===== config.mk =====
export PLATFORM = sky130hd
export DESIGN_NAME = br_resolve
export DESIGN_NICKNAME = d
export VERILOG_FILES = /design/src/rtl/br_resolve.sv
export SDC_FILE = /design/constraint.sdc
export NUM_CORES = 1
export LEC_CHECK = 0
export CORE_ASPECT_RATIO = 1.25
export CORE_UTILIZATION = 42
export DETAILED_ROUTE_END_ITERATION = 10
export PLACE_DENSITY = 0.83
export SYNTH_ARGS = -nofsm -noshare
export SYNTH_HDL_FRONTEND = slang
export SYNTH_SLANG_ARGS = --single-unit

===== constraint.sdc =====
create_clock -name i_clk -period 4.2 [get_ports i_clk]
set_clock_uncertainty 0.2 [all_clocks]
set_input_delay 0.84 -clock i_clk [delete_from_list [all_inputs] [get_ports i_clk]]
set_output_delay 0.84 -clock i_clk [all_outputs]
set_load 0.03 [all_outputs]

===== src/rtl/br_resolve.sv =====
// Branch resolver with a 2-bit saturating branch history table.
// The execute stage resolves a conditional branch from the comparator flags.
// The fetch stage reads the BHT to get a prediction.
// Optional statistics counters are built only when BR_STATS_EN is defined.
module br_resolve #(
   parameter  int BHT_ENTRIES = 16,
   localparam int IDX_W       = $clog2(BHT_ENTRIES)
) (
   input  logic        i_clk,
   input  logic        i_rst_n,
   input  logic [31:0] i_if_pc,
   output logic        o_pred_taken,
   input  logic        i_ex_valid,
   input  logic        i_ex_is_br,
   input  logic [2:0]  i_ex_funct3,
   input  logic [31:0] i_ex_pc,
   input  logic        i_ex_pred_taken,
   input  logic        i_br_less,
   input  logic        i_br_equal,
   output logic        o_br_un,
   output logic        o_taken,
   output logic        o_mispredict,
   output logic        o_illegal_br,
   output logic [31:0] o_br_count,
   output logic [31:0] o_mispred_count
);

   logic [1:0]       bht [BHT_ENTRIES];
   logic [IDX_W-1:0] if_idx, ex_idx;
   logic             br_act, cond, rsvd, upd;
   logic             unused_pc;

   // Byte offset and the upper PC bits alias; they are dropped on purpose.
   assign if_idx    = i_if_pc[IDX_W+1:2];
   assign ex_idx    = i_ex_pc[IDX_W+1:2];
   assign unused_pc = ^{i_if_pc[31:IDX_W+2], i_if_pc[1:0],
                        i_ex_pc[31:IDX_W+2], i_ex_pc[1:0]};

   assign br_act  = i_ex_valid & i_ex_is_br;
   assign o_br_un = (i_ex_funct3 == 3'b110) | (i_ex_funct3 == 3'b111);

   // Decode the raw taken condition for each funct3. This logic ignores valid.
   always_comb begin
      cond = 1'b0;
      rsvd = 1'b0;
      case (i_ex_funct3)
         3'b000:         cond = i_br_equal;
         3'b001:         cond = ~i_br_equal;
         3'b100, 3'b110: cond = i_br_less;
         3'b101, 3'b111: cond = ~i_br_less;
         default:        rsvd = 1'b1;
      endcase
   end

   assign o_illegal_br = br_act & rsvd;
   assign o_taken      = br_act & ~rsvd & cond;
   assign o_mispredict = br_act & ~rsvd & (o_taken != i_ex_pred_taken);
   assign upd          = br_act & ~rsvd;

   // The prediction reads the pre-update entry. An update in the same cycle shows up one cycle later.
   assign o_pred_taken = bht[if_idx][1];

   // BHT: reset to weakly not-taken. A resolved branch moves its entry one step and saturates.
   always_ff @(posedge i_clk or negedge i_rst_n) begin
      if (!i_rst_n) begin
         for (int i = 0; i < BHT_ENTRIES; i++) bht[i] <= 2'b01;
      end else if (upd) begin
         if (o_taken) begin
            if (bht[ex_idx] != 2'b11) bht[ex_idx] <= bht[ex_idx] + 2'b01;
         end else begin
            if (bht[ex_idx] != 2'b00) bht[ex_idx] <= bht[ex_idx] - 2'b01;
         end
      end
   end

`ifdef BR_STATS_EN
   logic [31:0] br_cnt, mis_cnt;

   // Free-running statistics counters. They wrap on overflow.
   always_ff @(posedge i_clk or negedge i_rst_n) begin
      if (!i_rst_n) begin
         br_cnt  <= '0;
         mis_cnt <= '0;
      end else begin
         if (upd)          br_cnt  <= br_cnt + 32'd1;
         if (o_mispredict) mis_cnt <= mis_cnt + 32'd1;
      end
   end

   assign o_br_count      = br_cnt;
   assign o_mispred_count = mis_cnt;
`else
   assign o_br_count      = 32'h0;
   assign o_mispred_count = 32'h0;
`endif

endmodule


======== Word level (Yosys, flattened, before mapping) ========
Cells that the tools add are included.
storage, ports and cells
  memories ................................ 0
  input bits .............................. 74
  output and inout port bits .............. 69
  flip-flop bits (word level) ............. 32
  ROM bits ................................ 0
  latch bits .............................. 0
  RAM bits ................................ 0
  word-level logic and storage cells ...... 62
operators by class
  multipliers ............................. 0
  mux-type cells .......................... 15
  shift-type cells ........................ 0
  add/sub/neg operators ................... 2
  magnitude comparators ................... 3
  divide/modulo/power cells ............... 0
  eq/ne operators ......................... 8
  reductions and logical operators ........ 8
  bitwise logic cells ..................... 10
operator list
  cell                   count
  $mux W32               3
  $bwmux W32             2
  $bmux W2 S4            2
  $eq A3 B3 Y1 const B   4
  $ge A5 B5 Y1 const B   2
  $mux W2                5
  $not A4 Y5             2
  $demux W2 S4           1
  $reduce_or A6 Y1       1
  $and A1 B1 Y1          5
  $lt A5 B1 Y1 const B   1
  $pmux W1 S4            1
  $reduce_bool A2 Y1     2
  $reduce_or A2 Y1       2
  $eq A3 B1 Y1 const B   1
  $logic_not A3 Y1       1
  $reduce_and A3 Y1      1
  $add A2 B1 Y2 const B  1
  $ne A2 B1 Y1 const B   1
  $ne A2 B2 Y1 const B   1
  $not A1 Y1             2
  $sub A2 B1 Y2 const B  1
  $logic_and A1 B1 Y1    1
  $mux W1                1
  other kinds (2)        2

======== Logic depth before layout (Yosys ltp) ========
  depth after elaboration ................. 8
  gate-level depth with buffers ........... 12

======== Worst setup path after synthesis ========
No wires, ideal clock.
  kind .................................... input port to flip-flop
  start ................................... input port i_ex_pc[3]
  end ..................................... register bht[17] (netlist bit)
  buffers on the path ..................... 4
  data required time ...................... 3.875 ns
  stages on the path ...................... 11
  arrival time ............................ 3.523 ns
  setup slack ............................. 0.353 ns
  library setup time ...................... 0.125 ns
  cells stage by stage .................... buf_6 -> buf_6 -> buf_2 -> mux4_2 -> mux4_2 -> ha_1 -> clkbuf_1 -> or4bb_1 -> nor4_1 -> mux2_2 -> mux2_2
on the way
  word-level cells in the longest chain between the ends .. 8
  elaborated cells on any way between the ends .. 21
  those cells by class .................... add/sub: 2; order compare: 2; eq/ne: 2; mux: 10; bitwise: 1; reduce/logical: 4
RTL lines
  element                                                                      line    source
  start, declared                                                              16      input logic [31:0] i_ex_pc,
  $not A4 Y5 (not written as such) (*)                                         69, 71
  $bmux W2 S4 (tied with other cells)                                          69, 71
  $mux W2 (not written as such) / $logic_and A1 B1 Y1 (equally long branches)  69, 71
  $mux W2 (not written as such)                                                69, 71
  $sub A2 B1 Y2 (tied with other cells)                                        71      if (bht[ex_idx] != 2'b00) bht[ex_idx] <= bht[ex_idx] - 2'b01;
  $bwmux W32 (on tied branches)                                                71, 69
  $mux W32 (on tied branches)                                                  71, 69
  $mux W32                                                                     68      if (o_taken) begin
  end, declared                                                                28      logic [1:0] bht [BHT_ENTRIES];
Mark *: on every way between the ends. The rest lies on a longest branch, timed or not. The select of a mux whose other input is x is not followed.
A chain may end at the register's enable or synchronous reset.

======== Worst setup path in the final report ========
Ends and elaborated chain as after synthesis.

==> results.json <==
{
  "power.leakage_nw": 1.42,
  "wl_per_cell_um": 15.3,
  "cts-root-buf": "clkbuf_8",
  "grt_max_degree": 27,
  "p_seq_frac": 0.385,
  "synth_cells": 289,
  "h-tree-depth": 2,
  "synth_area_leaders": "buf_4, dfstp_2, dfrtp_1",
  "cp_max_fo": 7,
  "comb_power_share": 0.445,
  "grt_pass1_vias": 2133,
  "async_flop_share": 1.00,
  "swShare": 0.360,
  "drv_cap": 0,
  "drt-initial-drc-count": 243,
  "routed_wl_um": 6260,
  "crit_chain": "clkdlybuf4s50_1, mux4_2, mux4_2, ha_1, or4bb_1, nor4_2, mux2_2, mux2_2",
  "holdCritPathClass": "register to register",
  "netlist.area_leader.share": 0.166,
  "crit_slowest_cell": "clkdlybuf4s50_1",
  "worstSetupPathType": "primary input to register",
  "dr_total_vias": 2196,
  "start_kind": "primary input",
  "cts_tree": "yes",
  "synthToLayoutAreaGrowth_pct": 7.99,
  "layout_common_cells": "conb_1, buf_4, nor4_1",
  "worst-path-buf-inv": 1,
  "ys_ff_latch": 32,
  "grt_antenna_before_repair": 0,
  "vias_per_cell": 5.36,
  "final.period_utilization": 0.959,
  "cts_buffers": 5,
  "grt_overflow": 0,
  "synth.yosys.seq_area_share": 0.272,
  "coreArea_sq_um": 6980,
  "nets": 395,
  "path_clk_slew_ns": 0.07,
  "p_clk_frac": 0.171,
  "track_usage": 0.177,
  "crit_required_ns": 4.16,
  "cellInternalPower_mw": 0.832,
  "synth_top_area_cell": "buf_4",
  "cts_max_path_buffers": 2,
  "dpl.hpwl_um": 4850,
  "fmax_ghz": 0.248,
  "clk-insertion-delay-late_ns": 0.28,
  "min_period_ns": 4.03,
  "die_width_um": 77.9,
  "boundaryPins": 143,
  "syn_avg_cell_area_sq_um": 10.5,
  "grt_first_pass_wirelength_um": 10500,
  "hold_viol": 0,
  "setup_viol": 0,
  "die-area_sq_um": 7540,
  "synth_edf_count": 0,
  "drtPass1Iterations": 4,
  "worst_setup_path_end_kind": "register",
  "drc_errors": 0,
  "slowest_delay_ns": 0.55,
  "slew_violations": 0,
  "initial_core_util": 0.433,
  "drtAntennaViolNets": 0,
  "crit_family": "multiplexers",
  "final_common_cell": "conb_1",
  "rows": 34,
  "portBuffers": 22,
  "maxSlewHeadroom": 0.266,
  "crit_arrival_ns": 3.99,
  "drive_gt1_frac": 0.297,
  "ys.flop_type": "dfstp_2",
  "worst_pin_slew_ns": 1.10,
  "diodes": 0,
  "irDropWorstVdd_v": 0.000331,
  "gp_congestion": 0.855,
  "rsz0062_at_grt": "no",
  "synth_area_sq_um": 3020,
  "synth_cell_types": 42,
  "pwr_density_cell_nw_per_um2": 398,
  "clock-sinks": 32,
  "total_power_mw": 1.30,
  "ys_warn_count": 0,
  "p_switching_mw": 0.469,
  "die_y_um": 96.9,
  "setup_tns_ns": 0,
  "outcome": "finished clean"
}
-- repair_timing --
item                                    in CTS  in global routing
gates resized for setup                      2                  1
endpoints found under the setup margin       2                  1
cloned                                       0                  0
buffers inserted                             0                  0
hold buffers                                 0                  0
pin swaps                                    0                  0
-- cell usage after synthesis, types with 2 or more instances --
cell,instances
a22oi_1,9
and2_1,5
and3_1,2
and4bb_2,4
buf_2,7
buf_4,67
buf_6,5
clkbuf_1,8
dfrtp_1,16
dfstp_2,16
ha_1,2
inv_1,9
mux2_1,4
mux2_2,18
mux2_4,3
mux2i_1,11
mux4_2,14
nand2_1,4
nand3_1,3
nand3b_1,2
nand4_1,12
nand4b_1,2
nor2_1,5
nor2b_1,3
nor3_1,3
nor3b_1,2
nor4_1,22
nor4_2,2
o22a_1,8
or4b_1,6
or4bb_1,2
xor2_1,3
-- power groups by stage --
stage                     Combinational, mW  Sequential, mW  Clock (mW)
after floorplan                       0.483           0.482           0
after global placement                0.557           0.494           0
after detailed placement              0.578           0.505           0
after CTS                             0.579           0.500       0.229
after global routing                  0.624           0.513       0.243
final                                 0.578           0.501       0.222
-- worst reg2reg max path, cell delays in order (launching register included) --
cell and delay [ns]:
dfstp_2 0.37, mux4_1 0.55, mux4_2 0.50, ha_1 0.29, or4bb_1 0.54, nor4_2 0.17
mux2_2 0.23, mux2_2 0.33
-- area by class of cell --
| cell class | instances | area [sq um] |
|---|---|---|
| fillers | 663 | 3710 |
| multi-input cells | 221 | 1780 |
| flip-flops and latches | 32 | 821 |
| repair buffers | 48 | 425 |
| well taps | 90 | 113 |
| clock buffers | 7 | 76.3 |
| inverters | 11 | 41.3 |
| clock inverters | 1 | 5.00 |
-- kinds of logic after synthesis --
kind of cell / count (synthesis) / synth area share
adder cells (fa/ha/maj): 2 / 0.00828
AND/OR/NAND/NOR: 82 / 0.188
XOR/XNOR: 4 / 0.0141
multiplexers: 51 / 0.246
AO/OA/AOI/OAI: 18 / 0.0488
flip-flops: 32 / 0.272
buffers and inverters: 99 / 0.221
other: 1 / 0.00124
-- metrics by stage --
step           area [sq um]  hold slack [ns]  instances  setup WS, ns   util
3_5_place_dp           3180            0.275        402        -0.352  0.456
3_3_place_gp           3180            0.262        402        -0.231  0.456
6_report               3260            0.285        410         0.174  0.468
4_1_cts                3260            0.285        410         0.133  0.467
5_1_grt                3260            0.307        410        0.0419  0.468
2_1_floorplan          3260            0.248        352         0.353      -
-- layer usage --
metal / up-vias / GRT usage / wire (um) / share of wire
li1: 1014 / - / - / -
met1: 1073 / 0.226 / 2630 / 0.42
met2: 105 / 0.306 / 3240 / 0.52
met3: 4 / 0.0236 / 344 / 0.055
met4: 0 / 0.0552 / 46 / 0.0074
met5: - / 0 / 0 / 0
-- final timing paths --
check,from,to,slack (ns),depth (start not counted)
max,i_ex_pc[3],bht[17],0.17,8
min in group asynchronous,i_rst_n,bht[29],0.95,1
min,register,register,0.28,2
max reg2reg,register,bht[17],0.89,7
max in group asynchronous,i_rst_n,asynchronous set/reset pin,2.08,2
min reg2reg,register,register,0.28,2
(Power assumes the default switching activity.)
